File: src/rtl/ifelse2_monitor_if.sv
// Control and result bus between ifelse2_monitor and its consumer:
// start/win_len launch a window, valid/ready hand back the statistics.
interface ifelse2_monitor_if #(
  parameter int CNT_W = 8,
  parameter int WIN_W = 8
);
  logic             start;
  logic [WIN_W-1:0] win_len;
  logic             ready;
  logic             busy;
  logic             valid;
  logic [CNT_W-1:0] rise_cnt;
  logic [CNT_W-1:0] fall_cnt;
  logic [CNT_W-1:0] high_cnt;
  logic [CNT_W-1:0] max_run;

  modport master (
    output start, win_len, ready,
    input  busy, valid, rise_cnt, fall_cnt, high_cnt, max_run
  );

  modport slave (
    input  start, win_len, ready,
    output busy, valid, rise_cnt, fall_cnt, high_cnt, max_run
  );
endinterface

File: src/rtl/ifelse2_monitor.sv
// Windowed activity monitor for the ifelse2 stage output y: counts edges,
// high cycles and the longest high run over N cycles, then offers the results.
module ifelse2_monitor #(
  parameter int CNT_W = 8,
  parameter int WIN_W = 8
) (
  input  logic             clk,
  input  logic             rst_n,
  input  logic             y,
  ifelse2_monitor_if.slave bus
);

  typedef enum logic [1:0] {IDLE, RUN, DONE} state_t;

  localparam logic [CNT_W-1:0] CNT_ONE = CNT_W'(1);
  localparam logic [WIN_W-1:0] WIN_ONE = WIN_W'(1);

  state_t           state_q;
  state_t           state_d;
  logic             y_q;
  logic             y_prev;
  logic [WIN_W-1:0] remaining;
  logic [CNT_W-1:0] rise_q;
  logic [CNT_W-1:0] fall_q;
  logic [CNT_W-1:0] high_q;
  logic [CNT_W-1:0] max_q;
  logic [CNT_W-1:0] run_q;
  logic [CNT_W-1:0] run_d;
  logic             load;
  logic             step;

  function automatic logic [CNT_W-1:0] sat_inc(input logic [CNT_W-1:0] v);
    return (&v) ? v : v + CNT_ONE;
  endfunction

  always_ff @(posedge clk or negedge rst_n) begin
    if (!rst_n) begin
      state_q <= IDLE;
    end else begin
      state_q <= state_d;
    end
  end

  // start is only honoured in IDLE; a zero-length window skips RUN entirely
  always_comb begin
    state_d = state_q;
    load    = 1'b0;
    step    = 1'b0;
    case (state_q)
      IDLE: begin
        if (bus.start) begin
          load    = 1'b1;
          state_d = (bus.win_len == '0) ? DONE : RUN;
        end
      end
      RUN: begin
        step = 1'b1;
        if (remaining == WIN_ONE) begin
          state_d = DONE;
        end
      end
      DONE: begin
        if (bus.ready) begin
          state_d = IDLE;
        end
      end
      default: state_d = IDLE;
    endcase
  end

  assign run_d = y_q ? sat_inc(run_q) : '0;

  // y_prev is preloaded with the first sample so a window never opens with an edge
  always_ff @(posedge clk or negedge rst_n) begin
    if (!rst_n) begin
      y_q       <= 1'b0;
      y_prev    <= 1'b0;
      remaining <= '0;
      rise_q    <= '0;
      fall_q    <= '0;
      high_q    <= '0;
      max_q     <= '0;
      run_q     <= '0;
    end else begin
      y_q <= y;
      if (load) begin
        remaining <= bus.win_len;
        y_prev    <= y;
        rise_q    <= '0;
        fall_q    <= '0;
        high_q    <= '0;
        max_q     <= '0;
        run_q     <= '0;
      end else if (step) begin
        remaining <= remaining - WIN_ONE;
        y_prev    <= y_q;
        run_q     <= run_d;
        if (y_q && !y_prev) begin
          rise_q <= sat_inc(rise_q);
        end
        if (!y_q && y_prev) begin
          fall_q <= sat_inc(fall_q);
        end
        if (y_q) begin
          high_q <= sat_inc(high_q);
        end
        if (run_d > max_q) begin
          max_q <= run_d;
        end
      end
    end
  end

  assign bus.busy     = (state_q == RUN);
  assign bus.valid    = (state_q == DONE);
  assign bus.rise_cnt = rise_q;
  assign bus.fall_cnt = fall_q;
  assign bus.high_cnt = high_q;
  assign bus.max_run  = max_q;

endmodule

File: src/flat_wrapper.sv
// flat-port wrapper written by rule: the top's interface ports become plain ports
module ifelse2_monitor_flat 
#(
  parameter int CNT_W = 8,
  parameter int WIN_W = 8
)
  (clk, rst_n, y, bus_start, bus_win_len, bus_ready, bus_busy, bus_valid, bus_rise_cnt, bus_fall_cnt, bus_high_cnt, bus_max_run);
  ifelse2_monitor_if #(.CNT_W(CNT_W), .WIN_W(WIN_W)) bus_i ();
  input  logic clk;
  input  logic rst_n;
  input  logic y;
  input wire logic [$bits(bus_i.start)-1:0] bus_start;
  input wire logic [$bits(bus_i.win_len)-1:0] bus_win_len;
  input wire logic [$bits(bus_i.ready)-1:0] bus_ready;
  output wire logic [$bits(bus_i.busy)-1:0] bus_busy;
  output wire logic [$bits(bus_i.valid)-1:0] bus_valid;
  output wire logic [$bits(bus_i.rise_cnt)-1:0] bus_rise_cnt;
  output wire logic [$bits(bus_i.fall_cnt)-1:0] bus_fall_cnt;
  output wire logic [$bits(bus_i.high_cnt)-1:0] bus_high_cnt;
  output wire logic [$bits(bus_i.max_run)-1:0] bus_max_run;
  assign bus_i.start = bus_start;
  assign bus_i.win_len = bus_win_len;
  assign bus_i.ready = bus_ready;
  assign bus_busy = bus_i.busy;
  assign bus_valid = bus_i.valid;
  assign bus_rise_cnt = bus_i.rise_cnt;
  assign bus_fall_cnt = bus_i.fall_cnt;
  assign bus_high_cnt = bus_i.high_cnt;
  assign bus_max_run = bus_i.max_run;
  ifelse2_monitor #(.CNT_W(CNT_W), .WIN_W(WIN_W)) u_core (.clk(clk), .rst_n(rst_n), .y(y), .bus(bus_i));
endmodule
File: config.mk
export PLATFORM = sky130hd
export DESIGN_NAME = ifelse2_monitor_flat
export DESIGN_NICKNAME = d
export VERILOG_FILES = /design/src/rtl/ifelse2_monitor_if.sv /design/src/rtl/ifelse2_monitor.sv /design/src/flat_wrapper.sv
export SDC_FILE = /design/constraint.sdc
export NUM_CORES = 1
export LEC_CHECK = 0
export ABC_AREA = 1
export BUFFER_PORTS_ARGS = -buffer_cell sky130_fd_sc_hd__buf_2
export CORE_UTILIZATION = 57
export DETAILED_ROUTE_END_ITERATION = 10
export HOLD_SLACK_MARGIN = 0.15
export PLACE_DENSITY = 0.9
export SETUP_SLACK_MARGIN = 0.02
export SLEW_MARGIN = 20
export SYNTH_ARGS = -nofsm -noshare
export SYNTH_HDL_FRONTEND = slang
export SYNTH_SLANG_ARGS = --single-unit
File: constraint.sdc
create_clock -name clk -period 2.69 [get_ports clk]
set_input_delay 0.6725 -clock clk [delete_from_list [all_inputs] [get_ports clk]]
set_output_delay 0.6725 -clock clk [all_outputs]
set_load 0.05 [all_outputs]
Yosys cells after proc, flatten, opt, wreduce, memory -nomap -nowiden
Cells that the tools add are included.
{"block": "totals", "regBits": 52, "latch_bits": 0, "ramBits": 0, "rom_bits": 0, "in_bits": 13, "wordCells": 75, "n_memories": 0}
{"block": "classes", "add_sub_neg": 5, "n_mul": 0, "div_mod_pow": 0, "n_lt_le_gt_ge": 1, "n_eq_ne": 9, "shift": 0, "mux": 31, "n_bitwise": 0, "reduce_logical": 20}
{"op": "two-way mux 8 bit", "n": 21}
{"op": "adder 8 x 1 -> 8 bit (second input constant)", "n": 4}
{"op": "AND reduction 8 bit", "n": 4}
{"op": "AND reduction 3 bit", "n": 4}
{"op": "nonzero test 2 bit", "n": 5}
{"op": "equality test 8 x 1 -> 1 bit (second input constant)", "n": 1}
{"op": "greater-than comparator 8 bit", "n": 1}
{"op": "logical NOT 8 bit", "n": 1}
{"op": "two-way mux 2 bit", "n": 4}
{"op": "!= test 2 x 1 -> 1 bit (second input constant)", "n": 4}
{"op": "subtractor 8 x 1 -> 8 bit (second input constant)", "n": 1}
{"op": "case mux 2 bit (3 select lines)", "n": 1}
{"op": "two-way mux 1 bit", "n": 5}
{"op": "!= test 2 bit (second input constant)", "n": 2}
{"op": "equality test 2 x 1 -> 1 bit (second input constant)", "n": 1}
{"op": "equality test 2 bit (second input constant)", "n": 1}
{"op": "logical AND 1 bit", "n": 2}
{"op": "logical NOT 1 bit", "n": 2}
{"op": "logical NOT 2 bit", "n": 1}
{"op": "AND reduction 2 bit", "n": 1}

Depth between registers and ports, before layout
Gate-level depths: netlist of run 1.
{"block": "logic_depth", "depth_word": 7, "ltp_mapped": 18}

Least setup slack after synthesis of run 1
Ideal clock, no wire load.
{"block": "synth_timing", "path_kind": "reg2reg", "start": "register u_core.run_q[1]", "end": "register u_core.max_q[0] (netlist: u_core.bus.max_run[0])", "setup_ns": 0.066, "t_arrival_ns": 2.065, "required_ns": 2.624, "slack_ns": 0.559, "stages_incl_launch_ff": 16, "cell_sequence": "dfrtp_1 -> ha_1 -> nand2_1 -> nor2_2 -> nand2_2 -> clkinv_1 -> nor2_1 -> nor2_1 -> ha_1 -> nand2_1 -> nor2_1 -> a21oi_1 -> inv_1 -> a21oi_2 -> nand2_1 -> nand2_1"}
{"block": "synth_between", "elab_chain_cells": 6}
{"item": "start: declaration", "line_no": "ifelse2_monitor.sv:27", "rtl": "logic [CNT_W-1:0] run_q;"}
{"item": "start signal: assignment", "line_no": "ifelse2_monitor.sv:97", "rtl": "run_q <= run_d;"}
{"item": "adder 8 x 1 -> 8 bit / AND reduction 8 bit (equally long branches)", "line_no": "ifelse2_monitor.sv:33", "rtl": "return (&v) ? v : v + CNT_ONE;"}
{"item": "two-way mux 8 bit (*)", "line_no": "ifelse2_monitor.sv:33"}
{"item": "two-way mux 8 bit (*)", "line_no": "ifelse2_monitor.sv:71", "rtl": "assign run_d = y_q ? sat_inc(run_q) : '0;"}
{"item": "greater-than comparator 8 bit / two-way mux 8 bit (equally long branches)", "line_no": "ifelse2_monitor.sv:107", "rtl": "if (run_d > max_q) begin"}
{"item": "nonzero test 2 bit (no source line) / two-way mux 8 bit (equally long branches)"}
{"item": "AND reduction 2 bit (no source line) / two-way mux 8 bit (equally long branches)"}
{"item": "end signal: assignment", "line_no": "ifelse2_monitor.sv:108", "rtl": "max_q <= run_d;"}
{"item": "end: declaration", "line_no": "ifelse2_monitor.sv:26", "rtl": "logic [CNT_W-1:0] max_q;"}
Mark *: on every way between the ends. The rest lies on a longest branch, timed or not. The select of a mux whose other input is x is not followed.
A chain may end at the register's enable or synchronous reset.

Worst setup path after layout of run 1
{"block": "layout_timing", "start": "register u_core.run_q[0]", "end": "register u_core.max_q[1] (netlist: u_core.bus.max_run[1])"}
The elaborated chain is that of the path after synthesis.

==> results of run 1 <==
[synth_stat cells]
library cell / instances / area (um2)
xnor2_1: 3 / 26.3
a31oi_1: 1 / 6.26
o22ai_1: 2 / 12.5
xor2_1: 6 / 52.6
nand3_1: 42 / 210
a21oi_2: 1 / 8.76
nand2_2: 4 / 25.0
nand2_1: 139 / 522
dfrtp_1: 52 / 1300
o21ai_0: 15 / 75.1
a21o_1: 2 / 15.0
inv_1: 49 / 184
nor2_2: 3 / 18.8
or2_2: 2 / 12.5
nor2_4: 5 / 56.3
nand3_2: 1 / 10.0
buf_6: 1 / 11.3
o21ai_1: 9 / 45.0
a22o_1: 1 / 8.76
a31oi_2: 1 / 12.5
clkbuf_1: 1 / 3.75
nor3_1: 6 / 30.0
o21ai_2: 3 / 26.3
a21oi_4: 1 / 16.3
buf_2: 5 / 25.0
nor3b_1: 1 / 7.51
o211ai_1: 3 / 22.5
inv_4: 1 / 6.26
nand3b_1: 2 / 15.0
ha_1: 14 / 175
nor2_1: 30 / 113
nand4_1: 7 / 43.8
o221ai_1: 4 / 35.0
nand2_4: 1 / 11.3
clkinv_1: 1 / 3.75
a21oi_1: 10 / 50.1
inv_2: 3 / 11.3
nor3_2: 1 / 10.0
[repair_timing]
action,4_1_cts,5_1_grt
endpoints found under the setup margin,0,8
gates resized for setup,0,5
hold endpoints to repair,0,0
[layer usage]
layer	wire length (um)	track usage, %	share of wire [%]
met5	0	0	0
met4	99	9.25	1.4
met3	383	2.98	5.5
met2	3400	43.7	48
met1	3140	34.4	45
[worst max path at each step]
stage	start	to	slack [ps]	depth (start not counted)
after global routing	u_core.run_q[1]	u_core.bus.max_run[7]	20	15
after detailed placement	u_core.run_q[1]	u_core.bus.max_run[6]	260	15
after CTS	u_core.run_q[1]	u_core.bus.max_run[6]	240	15
after floorplan	u_core.run_q[1]	u_core.bus.max_run[0]	560	15
after global placement	u_core.run_q[1]	u_core.bus.max_run[1]	370	15
final	u_core.run_q[0]	u_core.bus.max_run[1]	300	15
[registers in the layout, indices dropped and copies added (netlist names)]
register	flops
u_core.bus.rise_cnt	8
u_core.bus.high_cnt	8
u_core.remaining	8
u_core.bus.fall_cnt	8
u_core.y_prev	1
u_core.run_q	8
u_core.y_q	1
u_core.state_q	2
u_core.bus.max_run	8
[placed cells by master (no fill, tap or decap), types with 7 or more instances in the layout]
master	count
inv_1	49
nand2_1	138
nand4_1	7
o21ai_0	15
a21oi_1	9
dfrtp_1	52
nor2_1	28
buf_2	46
ha_1	14
o21ai_1	9
nand3_1	42
[metrics by stage]
step	instances	total power (uW)	area [um2]
finish	556	3040	3650
global route	556	3270	3650
CTS	556	3030	3630
detailed placement	548	2560	3540
global placement	548	2500	3540
floorplan	433	2240	3220
[report_power, final]
part / internal (uW) / switching [uW]
sequential: 943 / 145
clock: 210 / 250
combinational: 421 / 1070
total: 1570 / 1470
[critical path, cell delays in order, from the launching register on]
cell and delay, ps:
dfrtp_1 410, ha_1 250, nand2_1 90, nor2_2 50, nand2_2 130, clkinv_1 120
nor2_1 140, nor2_2 60, ha_1 300, nand2_1 80, a21oi_1 60, nor2_1 240
nand2_1 110, nand2_2 150, nand3_1 100, nand2_1 70
[final cells by class]
| cell class | count | area [um2] |
|---|---|---|
| clock buffer | 8 | 90.1 |
| fill | 429 | 1620 |
| inverter | 54 | 205 |
| multi-input combinational | 320 | 1690 |
| sequential | 52 | 1300 |
| tap | 70 | 87.6 |
| timing repair buffer | 52 | 275 |
[cell families (layout without fill, tap and decap cells)]
kind of cell / count (synthesis) / in the layout / share of synthesized area, %
XOR/XNOR: 9 / 9 / 2.45
buffers and inverters: 61 / 114 / 7.62
AO/OA/AOI/OAI: 53 / 53 / 10.4
flip-flops: 52 / 52 / 40.4
AND/OR/NAND/NOR: 244 / 244 / 33.7
adder cells (fa/ha/maj): 14 / 14 / 5.44
==> impl_metrics.env, run 1 <==
export IMPL_status="finished clean"
export IMPL_crit_required_ps=2940
export IMPL_core_um2=5270
export IMPL_initial_core_util_pct=61.1
export IMPL_grt_usage_pct=26.0
export IMPL_grt_pass1_wl_um=12500
export IMPL_syn_area_per_cell_um2=7.43
export IMPL_rr_worst_depth=15
export IMPL_netlist_instances=433
export IMPL_fin_skew_ps=7.39
export IMPL_cts_tree="built"
export IMPL_min_period_ps=2390
export IMPL_ant_nets=0
export IMPL_ctsHtreeMaxLevel=2
export IMPL_regToRegEndpoint="u_core.bus.max_run[1]"
export IMPL_numCtsBuffers=5
export IMPL_via_per_inst=5.43
export IMPL_grt_max_degree=32
export IMPL_postCtsHoldBufs=0
export IMPL_place_gp_congestion=0.908
export IMPL_syn_area_um2=3220
export IMPL_peakVddDrop_mv=0.549
export IMPL_fmax_ghz=0.418
export IMPL_setup_ws_ps=298
export IMPL_syn_nets=460
export IMPL_hpwl_um=5280
export IMPL_max_slew_margin_pct=53.9
export IMPL_powerDensity_nw_per_um2=834
export IMPL_yosys_warnings=0
export IMPL_rsz0062_at_grt="false"
export IMPL_end_kind="register"
export IMPL_arrival_ps=2640
export IMPL_drive_gt1_share_pct=18.3
export IMPL_std_cell_rows=26
export IMPL_final_hold_viol_count=0
export IMPL_die_area_um2=5950
export IMPL_r2r_start="u_core.run_q[0]"
export IMPL_portBuffers=46
export IMPL_crit_fanout=8
export IMPL_clk_path_buf_depth=2
export IMPL_pin_count=47
export IMPL_drc=0
export IMPL_die_h_um=77.2
export IMPL_routed_wl_um=7020
export IMPL_final_setup_tns_ps=0
export IMPL_place_ws_ps=264
export IMPL_root_buffer="clkbuf_8"
export IMPL_final_util_pct=69.3
export IMPL_yosysSeqAreaShare_pct=40.4
export IMPL_drt_iter0_drc=201
export IMPL_fin_hold_ws_ps=404
export IMPL_insertion_delay_ps=300
export IMPL_worst_pin_slew_ps=691
export IMPL_setup_viol=0
export IMPL_cap_viol_max_count=0
export IMPL_start_kind="register"
export IMPL_synth_seq_cells=52
export IMPL_fin_nets=512
export IMPL_post_drt_wl_per_cell_um=12.6
export IMPL_grt_overflow=0
export IMPL_grt_pass1_vias=2853
export IMPL_clkTransAtPathRegs_ps=90
export IMPL_critical_path_class="reg -> reg"
export IMPL_period_share_pct=88.9
export IMPL_slew_violations=0
export IMPL_r2r_setup_slack_ps=300
export IMPL_cts_sinks=52
export IMPL_die_w_um=77.2
export IMPL_n_antenna_cell=0
export IMPL_cts_setup_buffers=0
export IMPL_ys_types=38
export IMPL_worst_hold_path_type="in -> async"
export IMPL_p_leak_uw=0.00187
export IMPL_area_growth_pct=13.4
export IMPL_vias=3018
export IMPL_drt_first_pass_iters=4
export IMPL_antenna_found_initial=0
No activity file was read; power rests on OpenSTA's default activity.
==> run 2, diff against run 1 <==
- clock period: 2.69 -> 2.31 ns (I/O delays scaled with it)
==> run 2 against run 1 <==
Effect of this change:
- sequential cell count unchanged
- clock-buffer cell count decreased by 1
- non-clock buffer count increased by 9
- global-route usage decreased by 0.24 points
- wire length increased by 9.2%
- die area unchanged
- setup slack got worse by 260 ps
- critical path depth decreased by 3
- clock skew decreased by 1.7 ps
- critical path type unchanged
- largest cell class unchanged
- highest routed layer unchanged
==> impl_metrics.env, run 2 (synthesis results as in run 1) <==
export IMPL_fmax_ghz=0.440
export IMPL_cp_depth=12
export IMPL_end_kind="register"
export IMPL_cts_sinks=52
export IMPL_final_hold_viol_count=0
export IMPL_via_per_inst=5.52
export IMPL_root_buffer="clkbuf_8"
export IMPL_worst_hold_path_type="in -> async"
export IMPL_final_cell_count_no_fill=564
export IMPL_cp_cell_sequence="nand2_1 -> nor2_1 -> a21oi_1 -> nor2_2 -> nor2_1 -> ha_1 -> nand2_2 -> nor2_2 -> nand2_2 -> a21oi_4 -> nand2_1 -> nand2_1"
export IMPL_place_gp_congestion=0.905
export IMPL_p_total_uw=3780
export IMPL_cpMaxStageDelayCell="dfrtp_1"
export IMPL_crit_path_frequent_cell="nand2_1"
export IMPL_initial_core_util_pct=61.1
export IMPL_die_w_um=77.2
export IMPL_routed_wl_um=7670
export IMPL_vias=3115
export IMPL_n_antenna_cell=0
export IMPL_die_h_um=77.2
export IMPL_min_period_ps=2270
export IMPL_hpwl_um=5330
export IMPL_std_cell_rows=26
export IMPL_drive_gt1_share_pct=25.1
export IMPL_worst_pin_slew_ps=524
export IMPL_switchingPower_uw=1820
export IMPL_fillers=386
export IMPL_crit_fanout=8
export IMPL_drt_first_pass_iters=5
export IMPL_r2r_start="u_core.run_q[2]"
export IMPL_core_um2=5270
export IMPL_ant_nets=0
export IMPL_register_area_um2=1300
export IMPL_grt_pass1_wl_um=12400
export IMPL_pin_count=47
export IMPL_grt_max_degree=25
export IMPL_powerDensity_nw_per_um2=987
export IMPL_drc=0
export IMPL_clk_path_buf_depth=2
export IMPL_grt_overflow=0
export IMPL_cp_startpoint="u_core.run_q[2]"
export IMPL_antenna_found_initial=0
export IMPL_power_frac_clock_pct=14.8
export IMPL_final_common_cell="nand2_1"
export IMPL_fin_nets=521
export IMPL_die_area_um2=5950
export IMPL_multi_input_area_um2=1800
export IMPL_switching_share_pct=48.3
export IMPL_grt_pass1_vias=2746
export IMPL_p_leak_uw=0.00195
export IMPL_start_kind="register"
export IMPL_portBuffers=46
export IMPL_cap_viol_max_count=0
export IMPL_period_share_pct=98.5
export IMPL_max_slew_margin_pct=65.0
export IMPL_area_growth_pct=19.0
export IMPL_clkTransAtPathRegs_ps=90
export IMPL_seq_power_share_pct=33.4
export IMPL_arrival_ps=2510
export IMPL_r2r_setup_slack_ps=40
export IMPL_fin_skew_ps=5.68
export IMPL_rsz0062_at_grt="true"
export IMPL_design_area_um2=3830
export IMPL_crit_path_end="u_core.bus.max_run[4]"
export IMPL_regToRegEndpoint="u_core.bus.max_run[4]"
export IMPL_critPathMaxStageDelay_ps=480
export IMPL_setup_viol=0
export IMPL_numCtsBuffers=5
export IMPL_cts_tree="built"
export IMPL_p_comb_share_pct=51.8
export IMPL_final_util_pct=72.7
export IMPL_crit_required_ps=2550
export IMPL_rr_worst_depth=12
export IMPL_slew_violations=0
export IMPL_peakVddDrop_mv=0.856
export IMPL_place_area_um2=3590
export IMPL_p_int_uw=1960
export IMPL_layout_common_cells="128 x nand2_1, 52 x dfrtp_1, 48 x inv_1, 46 x buf_2, 39 x nand3_1"
export IMPL_placed_cells=555
export IMPL_ctsHtreeMaxLevel=2
export IMPL_post_drt_wl_per_cell_um=13.6
export IMPL_crit_family="simple AND/OR/NAND/NOR gates"
export IMPL_status="finished clean"
export IMPL_insertion_delay_ps=300
export IMPL_final_setup_tns_ps=0
export IMPL_grt_usage_pct=25.7
export IMPL_postCtsHoldBufs=0
export IMPL_path_buf_inv=0
export IMPL_drt_iter0_drc=241
export IMPL_critical_path_class="reg -> reg"
-- run 2: cell count changes in the layout (fill, tap and decap cells not counted), sizes merged --
cell	change
clkinv	-1
clkbuf	-1
buf	+9
inv	+1
-- run 2: how the worst min path moves through the flow --
| stage | startpoint | endpoint | slack, ps | cells past startpoint |
|---|---|---|---|---|
| after global routing | rst_n | u_core.run_q[1] | 280 | 1 |
| after floorplan | rst_n | u_core.bus.fall_cnt[0] | 280 | 0 |
| after global placement | u_core.run_q[7] | u_core.run_q[7] | 490 | 2 |
| final | rst_n | u_core.remaining[4] | 250 | 1 |
| after CTS | rst_n | u_core.run_q[2] | 260 | 1 |
| after detailed placement | u_core.run_q[7] | u_core.run_q[7] | 500 | 2 |
-- run 2: power groups by stage --
stage / sequential, uW / clock (uW) / combinational [uW]
detailed placement: 1270 / 0 / 1760
CTS: 1260 / 557 / 1810
global route: 1290 / 598 / 2140
floorplan: 1500 / 0 / 1110
global placement: 1260 / 0 / 1700
finish: 1260 / 560 / 1960
-- run 2: area by class of cell --
| type | count | area share (%) |
|---|---|---|
| inverter | 54 | 5.36 |
| timing repair buffer | 61 | 8.95 |
| tap | 70 | 2.29 |
| sequential | 52 | 34.0 |
| multi-input combinational | 320 | 46.9 |
| clock buffer | 7 | 2.52 |
-- run 2: per-stage QoR --
stage / worst slack (ps) / hold slack [ps]
3_5_place_dp: -14.4 / 496
3_3_place_gp: 92.0 / 489
4_1_cts: 23.3 / 264
6_report: 35.7 / 245
2_1_floorplan: 179 / 282
5_1_grt: -104 / 276
-- run 2: routing by layer --
metal / part of all wire [%] / vias up / global-route usage (%) / routed length, um
met1: 44 / 1449 / 35.2 / 3350
li1: - / 1520 / - / -
met4: 1.2 / 0 / 6.79 / 95
met2: 49 / 134 / 42.7 / 3750
met3: 6.1 / 12 / 3.57 / 469
met5: 0 / - / 0 / 0
-- run 2: repair_timing --
action | in CTS | in global routing
pin swaps | 1 | 17
buffers inserted | 0 | 2
cloned | 0 | 0
gates resized for setup | 5 | 30
setup endpoints to repair | 8 | 8
